--- src/rtl/mmio_peripheral.sv ---
// mmio_peripheral: memory-mapped peripheral window beside the data memory.
// Provides a reload timer with interrupt, an LED register, a 7-segment digit
// register and (optionally) a free-running SYSTICK cycle counter.
// Optional feature macro: MMIO_SYSTICK_EN (SYSTICK counter present when defined).
// Bus handshake: there is no valid/ready pair; a transfer happens in the cycle
// its strobe is high while Sel is high. MemWrite commits at the rising edge,
// while MemRead is answered combinationally in the same cycle.
module mmio_peripheral #(
  parameter logic [31:0] BASE_ADDR = 32'h4000_0000
) (
  input  logic        clk,
  input  logic        reset,
  input  logic [31:0] Address,
  input  logic [31:0] Write_data,
  input  logic        MemRead,
  input  logic        MemWrite,
  output logic        Sel,
  output logic [31:0] Read_data,
  output logic        irq,
  output logic [7:0]  leds,
  output logic [11:0] digi
);

  // Word offsets inside the 32-byte window.
  localparam logic [2:0] OFF_TH   = 3'd0;
  localparam logic [2:0] OFF_TL   = 3'd1;
  localparam logic [2:0] OFF_TCON = 3'd2;
  localparam logic [2:0] OFF_LEDS = 3'd3;
  localparam logic [2:0] OFF_DIGI = 3'd4;
`ifdef MMIO_SYSTICK_EN
  localparam logic [2:0] OFF_TICK = 3'd5;
`endif

  logic [31:0] th_q, th_d;
  logic [31:0] tl_q, tl_d;
  logic [2:0]  tcon_q, tcon_d;
  logic [7:0]  leds_q, leds_d;
  logic [11:0] digi_q, digi_d;
`ifdef MMIO_SYSTICK_EN
  logic [31:0] systick_q, systick_d;
`endif

  logic [2:0] offset;
  logic       wr_en;
  logic       wr_th, wr_tl, wr_tcon, wr_leds, wr_digi;
  logic       ovf;
  logic       ovf_set;
  logic       unused_addr_bits;

  // Byte-lane bits carry no meaning for word registers.
  assign unused_addr_bits = ^Address[1:0];

  assign Sel    = (Address[31:5] == BASE_ADDR[31:5]);
  assign offset = Address[4:2];
  assign wr_en  = MemWrite & Sel;

  assign wr_th   = wr_en && (offset == OFF_TH);
  assign wr_tl   = wr_en && (offset == OFF_TL);
  assign wr_tcon = wr_en && (offset == OFF_TCON);
  assign wr_leds = wr_en && (offset == OFF_LEDS);
  assign wr_digi = wr_en && (offset == OFF_DIGI);

  // Overflow is a tick at the terminal count. A CPU write to TL in the same
  // cycle suppresses both the reload and the status set; the status set uses
  // the pre-write irq-enable so a concurrent TCON write cannot drop it.
  assign ovf     = tcon_q[0] && (tl_q == 32'hFFFF_FFFF);
  assign ovf_set = ovf && tcon_q[1] && !wr_tl;

  // Next-state for all registers: CPU writes take priority over the timer.
  always_comb begin
    th_d   = th_q;
    tl_d   = tl_q;
    tcon_d = {tcon_q[2] | ovf_set, tcon_q[1:0]};
    leds_d = leds_q;
    digi_d = digi_q;

    if (wr_th) th_d = Write_data;

    if (wr_tl) begin
      tl_d = Write_data;
    end else if (tcon_q[0]) begin
      tl_d = ovf ? th_q : (tl_q + 32'd1);
    end

    if (wr_tcon) tcon_d = {Write_data[2] | ovf_set, Write_data[1:0]};
    if (wr_leds) leds_d = Write_data[7:0];
    if (wr_digi) digi_d = Write_data[11:0];
  end

`ifdef MMIO_SYSTICK_EN
  // Free-running cycle counter; wraps naturally and ignores writes.
  always_comb begin
    systick_d = systick_q + 32'd1;
  end
`endif

  // Register bank with synchronous reset overriding every other event.
  always_ff @(posedge clk) begin
    if (reset) begin
      th_q   <= 32'd0;
      tl_q   <= 32'd0;
      tcon_q <= 3'd0;
      leds_q <= 8'd0;
      digi_q <= 12'd0;
    end else begin
      th_q   <= th_d;
      tl_q   <= tl_d;
      tcon_q <= tcon_d;
      leds_q <= leds_d;
      digi_q <= digi_d;
    end
  end

`ifdef MMIO_SYSTICK_EN
  // SYSTICK register, cleared by reset.
  always_ff @(posedge clk) begin
    if (reset) systick_q <= 32'd0;
    else       systick_q <= systick_d;
  end
`endif

  // Combinational read-back; returns pre-write values when a store coincides.
  always_comb begin
    Read_data = 32'd0;
    if (MemRead && Sel) begin
      case (offset)
        OFF_TH:   Read_data = th_q;
        OFF_TL:   Read_data = tl_q;
        OFF_TCON: Read_data = {29'd0, tcon_q};
        OFF_LEDS: Read_data = {24'd0, leds_q};
        OFF_DIGI: Read_data = {20'd0, digi_q};
`ifdef MMIO_SYSTICK_EN
        OFF_TICK: Read_data = systick_q;
`endif
        default:  Read_data = 32'd0;
      endcase
    end
  end

  assign irq  = tcon_q[1] & tcon_q[2];
  assign leds = leds_q;
  assign digi = digi_q;

endmodule

--- config.mk ---
export PLATFORM = sky130hd
export DESIGN_NAME = mmio_peripheral
export DESIGN_NICKNAME = d
export VERILOG_FILES = /design/src/rtl/mmio_peripheral.sv
export SDC_FILE = /design/constraint.sdc
export NUM_CORES = 1
export LEC_CHECK = 0
export BUFFER_PORTS_ARGS = -buffer_cell sky130_fd_sc_hd__buf_2
export CORE_ASPECT_RATIO = 1.2
export CORE_MARGIN = 4
export CORE_UTILIZATION = 54
export CTS_BUF_LIST = sky130_fd_sc_hd__clkbuf_4 sky130_fd_sc_hd__clkbuf_8 sky130_fd_sc_hd__clkbuf_16
export CTS_CLUSTER_DIAMETER = 150
export DETAILED_ROUTE_END_ITERATION = 10
export PLACE_DENSITY = 0.79
export SYNTH_ARGS = -nofsm -noshare
export SYNTH_HDL_FRONTEND = slang
export SYNTH_SLANG_ARGS = --single-unit
--- constraint.sdc ---
create_clock -name clk -period 3.4 [get_ports clk]
set_clock_uncertainty 0.2 [all_clocks]
set_input_delay 0.68 -clock clk [delete_from_list [all_inputs] [get_ports clk]]
set_output_delay 0.68 -clock clk [all_outputs]
set_load 0.02 [all_outputs]
; Word level (Yosys, flattened, before mapping)
; Index checks and enable logic that the tools add are counted.
[classes]
bitwise_logic = 4
n_reduce_logical = 12
muxes = 6
eq_ne = 6
addsub = 1
[ops]
columns = op, count
row1 = $pmux 32 s5, 1
row2 = $mux 32, 4
row3 = $add 32x1->32 const B, 1
row4 = $eq 32x32->1 const B, 1
row5 = $eq 27x26->1 const B, 1
row6 = $logic_and 1x1->1, 9
row7 = $eq 3x2->1 const B, 2
row8 = $eq 3x1->1 const B, 1
row9 = $eq 3x3->1 const B, 1
row10 = $logic_not 3->1, 1
row11 = $mux 3, 1
row12 = $and 1x1->1, 2
row13 = $or 1x1->1, 2
row14 = $reduce_bool 2->1, 1
row15 = $logic_not 1->1, 1
[word_totals]
regBits = 87
elab_cells = 35

; Longest topological paths before layout
[depth]
depth_word = 7
depth_mapped = 9
depth_no_buf = 7

; Worst setup path after synthesis
; Ideal clock, no wire load.
[synth_timing]
kind = input -> output
from = input port Address[15]
to = output port Read_data[10]
arrival_ps = 2448
stages = 6
path_slack_ps = 72
required_ps = 2520
path_cell_list = nor4b_1 -> nand4_1 -> nor2_4 -> o211ai_1 -> clkbuf_1 -> nor3_1
[synth_between]
elab_chain_cells = 3
[synth_rtl]
columns = element, line
row1 = "start, declared", 13  ; input logic [31:0] Address,
row2 = $eq 27x26->1, 53  ; assign Sel = (Address[31:5] == BASE_ADDR[31:5]);
row3 = via Sel, 17  ; output logic Sel,
row4 = $logic_and 1x1->1, 125  ; if (MemRead && Sel) begin
row5 = $mux 32, 125
row6 = "end, declared", 18  ; output logic [31:0] Read_data,
; The timed path passes the listed nets, and every way through them passes these cells.

; Final worst setup path
[layout_timing]
from = input port Address[15]
to = output port Read_data[10]
[layout_between]
elab_chain_cells = 3
[layout_rtl]
columns = element, line
row1 = $eq 27x26->1, 53
row2 = $logic_and 1x1->1, 125
row3 = $mux 32, 125
; Every way passes these cells.

==> implementation parameters <==
Parameter                              Value

STA
  Worst-margin pin slew ... 0.6799 ns
  Time the worst path needs with I/O delays and setup ... 3.244 ns
  RSZ-0062 raised after global routing ... false
  Peak clock frequency supported by timing ... 0.3083 GHz
  Final Hold Vio Count ... 0
  Total Neg Setup Slack ... 0 ns
  Period utilisation layout ... 95.40%
  Number of max-slew violations in the final report ... 0
  Number of setup violations in the final report ... 0
  Worst slew margin ... 54.50%

Drt
  Number of violations reported at the end of detailed-routing iteration 0 ... 448
  Via Count ... 5364
  DRC ... 0
  Antenna violation net count after detailed routing ... 0
  Detailed-router iteration count before antenna repair ... 7
  Final Routed Wirelength ... 15610 um
  Average detailed-routed wire length per instance ... 17.67 um
  Avg Vias per Cell ... 6.075

Layout
  Post-layout nets ... 829
  Commonest non-fill, non-tap cell in the layout ... sky130_fd_sc_hd__buf_2
  Layout cell share with drive strength beyond 1 ... 23.20%
  Number of antenna cells inserted ... 0
  Growth of design area from synthesis to finish ... 17.01%
  Area taken by multi-input logic gates ... 3057 um^2
  Area taken by flip-flops and latches ... 1742 um^2
  Commonest cells after routing, fill and taps aside ... 119 x sky130_fd_sc_hd__buf_2, 99 x sky130_fd_sc_hd__nand2_1, 95 x sky130_fd_sc_hd__nor2_1
  Non-filler instance count after layout ... 883
  Layout filler cell count ... 783
  Post-route core utilization ... 64.92%

Placed design
  Cell count after placement ... 868
  DP HPWL ... 11120 um
  Port bufs ... 119
  Final estimated routing congestion in global placement ... 0.8966

Setup path
  Data required time at the worst endpoint ... 2.52 ns
  Critical Path, Cell by Cell ... buf_2 -> nor4b_1 -> nand4_1 -> nor2_4 -> o211ai_1 -> buf_4 -> nor3_1 -> buf_2
  CP Class ... input port to output pin
  Most repeated library cell on the critical path ... sky130_fd_sc_hd__buf_2
  Category of the worst setup path capture point ... output pin
  Startpoint type of the worst setup path ... input port
  Data arrival at the endpoint of the critical path ... 2.36 ns
  Library cell contributing the largest single delay on the critical path ... sky130_fd_sc_hd__nor4b_1
  Max incr delay on CP ... 0.31 ns
  Highest net fanout along the worst path ... 12

GRT
  Global-route wire length before repair ... 25370 um
  Via count of the first global-routing pass ... 5309
  Total overflow reported by the global router ... 0
  All-layer global routing usage ... 29.01%
  Initial antenna violation count ... 0
  Maximum number of pins on one net before global-route repair ... 47

Synth
  Dominant register cell in the synthesized netlist ... sky130_fd_sc_hd__dfxtp_1
  Area share of the largest cell type after synthesis ... 34.57%
  Number of flip-flops and latches in the synthesized netlist ... 87
  Gate Count Post-Synth ... 661
  Cell types occupying the most area after synthesis ... sky130_fd_sc_hd__dfxtp_1 35%, sky130_fd_sc_hd__nand2_1 7.4%, sky130_fd_sc_hd__nor2_1 7.1%
  Number of distinct library cells after synthesis ... 63
  Largest area contributor in the synthesized netlist ... sky130_fd_sc_hd__dfxtp_1
  Fraction of the yosys area taken by sequential cells ... 34.57%
  Count of yosys warnings during synthesis ... 0
  Number of enable flip-flop cells after synthesis ... 0
  Async set or reset register ratio after synthesis ... 0%
  Avg Synthesized Cell Area ... 7.623 um^2
  Netlist area before placement ... 5039 um^2
  Nets in the synthesized netlist ... 730

Min path
  Type of the most critical hold path ... register to register

Clock network
  Number of setup buffers added after CTS ... 0
  Clock sinks ... 87
  Clock latency reported for the late side of the worst-skew pair ... 0.36 ns
  Deepest clock path buffer count ... 2
  Root buf cell ... sky130_fd_sc_hd__clkbuf_8
  Count of instances resized after the clock tree is built ... 0
  Quantity of hold-fixing buffers added after cts ... 0
  CTS Buf Count ... 9
  Clock transition at the registers of the reported paths ... 0.08 ns
  Htree depth ... 3
  Clock tree from TritonCTS ... done

Floorplan
  Area of the core ... 9081 um^2
  Die outline width ... 96.18 um
  Initial core utilization ... 55.48%
  Standard-cell row count ... 38
  Die boundary height ... 113.8 um
  I/O pin cnt ... 122
  Die ar. ... 10950 um^2

Power and ir drop
  Power density of the placed cells ... 304.0 nW/um^2
  Largest vdd supply drop ... 0.0002455 V
  Total Power Consumption ... 1.792 mW
  Static Leakage ... 2.250 nW

Status
  Outcome ... finished clean

Flow run
  Max-capacitance violation count ... 0
==> power breakdown <==
part / switching [mW] / internal (mW) / leakage [nW]
clock: 0.355 / 0.314 / 0.0922
combinational: 0.0682 / 0.0383 / 1.46
sequential: 0.00000000128 / 1.02 / 0.700
total: 0.423 / 1.37 / 2.25
==> critical path, delay by kind of cell <==
kind | cells | cell delay (ns)
AND/OR/NAND/NOR | 4 | 0.97
buffers and inverters | 3 | 0.53
AO/OA/AOI/OAI | 1 | 0.18
==> metal layers <==
layer  vias up  GRT usage (%)  part of all wire, %
met5         -              0                    0
met4         0          11.20                  1.9
met3        31          4.683                  7.8
met2       267          49.06                   50
met1      2515          36.47                   40
li1       2551              -                    -
==> state kept, by name, summed over array words and instances, names as in the netlist <==
| signal | count |
|---|---|
| digi | 12 |
| th_q | 32 |
| leds | 8 |
| tl_q | 32 |
| tcon_q | 3 |
==> path summary, 6_finish.rpt <==
path	start	end	slack (ns)	cells past startpoint
worst max-delay path	Address[15]	Read_data[10]	0.16	8
worst min-delay path	th_q[12]	th_q[12]	0.28	2
worst max register to register	tl_q[0]	tl_q[30]	0.52	8
worst min register to register	th_q[12]	th_q[12]	0.28	2
==> cells by family after synthesis <==
| group | synth area share, % |
|---|---|
| flip-flops | 34.57 |
| AO/OA/AOI/OAI | 20.02 |
| multiplexers | 7.003 |
| AND/OR/NAND/NOR | 30.07 |
| buffers and inverters | 4.966 |
| adder cells (fa/ha/maj) | 0.2483 |
| XOR/XNOR | 3.129 |
==> cells in the mapped netlist, drive strengths merged, types with 2 or more instances <==
cell type and number:
mux2i 33, o221ai 2, xor2 8, a31oi 6
a221oi 4, mux2 2, nand3b 2, xnor2 10
nor3 34, a21boi 2, inv 2, nand3 20
a31o 2, dfxtp 87, nand2 99, nor4b 2
a22oi 27, o21ai 17, nor2 97, a21oi 59
and4 6, buf 15, and2 5, nand4 16
o211a 8, and3 11, o211ai 4, o22a 2
a211oi 10, a21o 3, nor4 13, clkbuf 39
==> area by class of cell <==
type	instances	share of cell area, %
clock inverters	1	0.08489
well taps	120	2.547
inverters	2	0.1273
clock buffers	13	2.823
repair buffers	142	13.03
multi-input cells	518	51.85
flip-flops and latches	87	29.54
==> through the flow <==
stage | cell area, um^2 | hold slack, ns | setup WS [ns]
floorplan | 5039 | 0.2466 | 0.07248
global placement | 5717 | 0.2588 | 0.1988
detailed placement | 5717 | 0.2644 | 0.1529
CTS | 5888 | 0.2764 | 0.1193
global route | 5896 | 0.3046 | 0.007569
finish | 5896 | 0.2803 | 0.1564
Note: power is estimated with default switching activity, not from simulation.
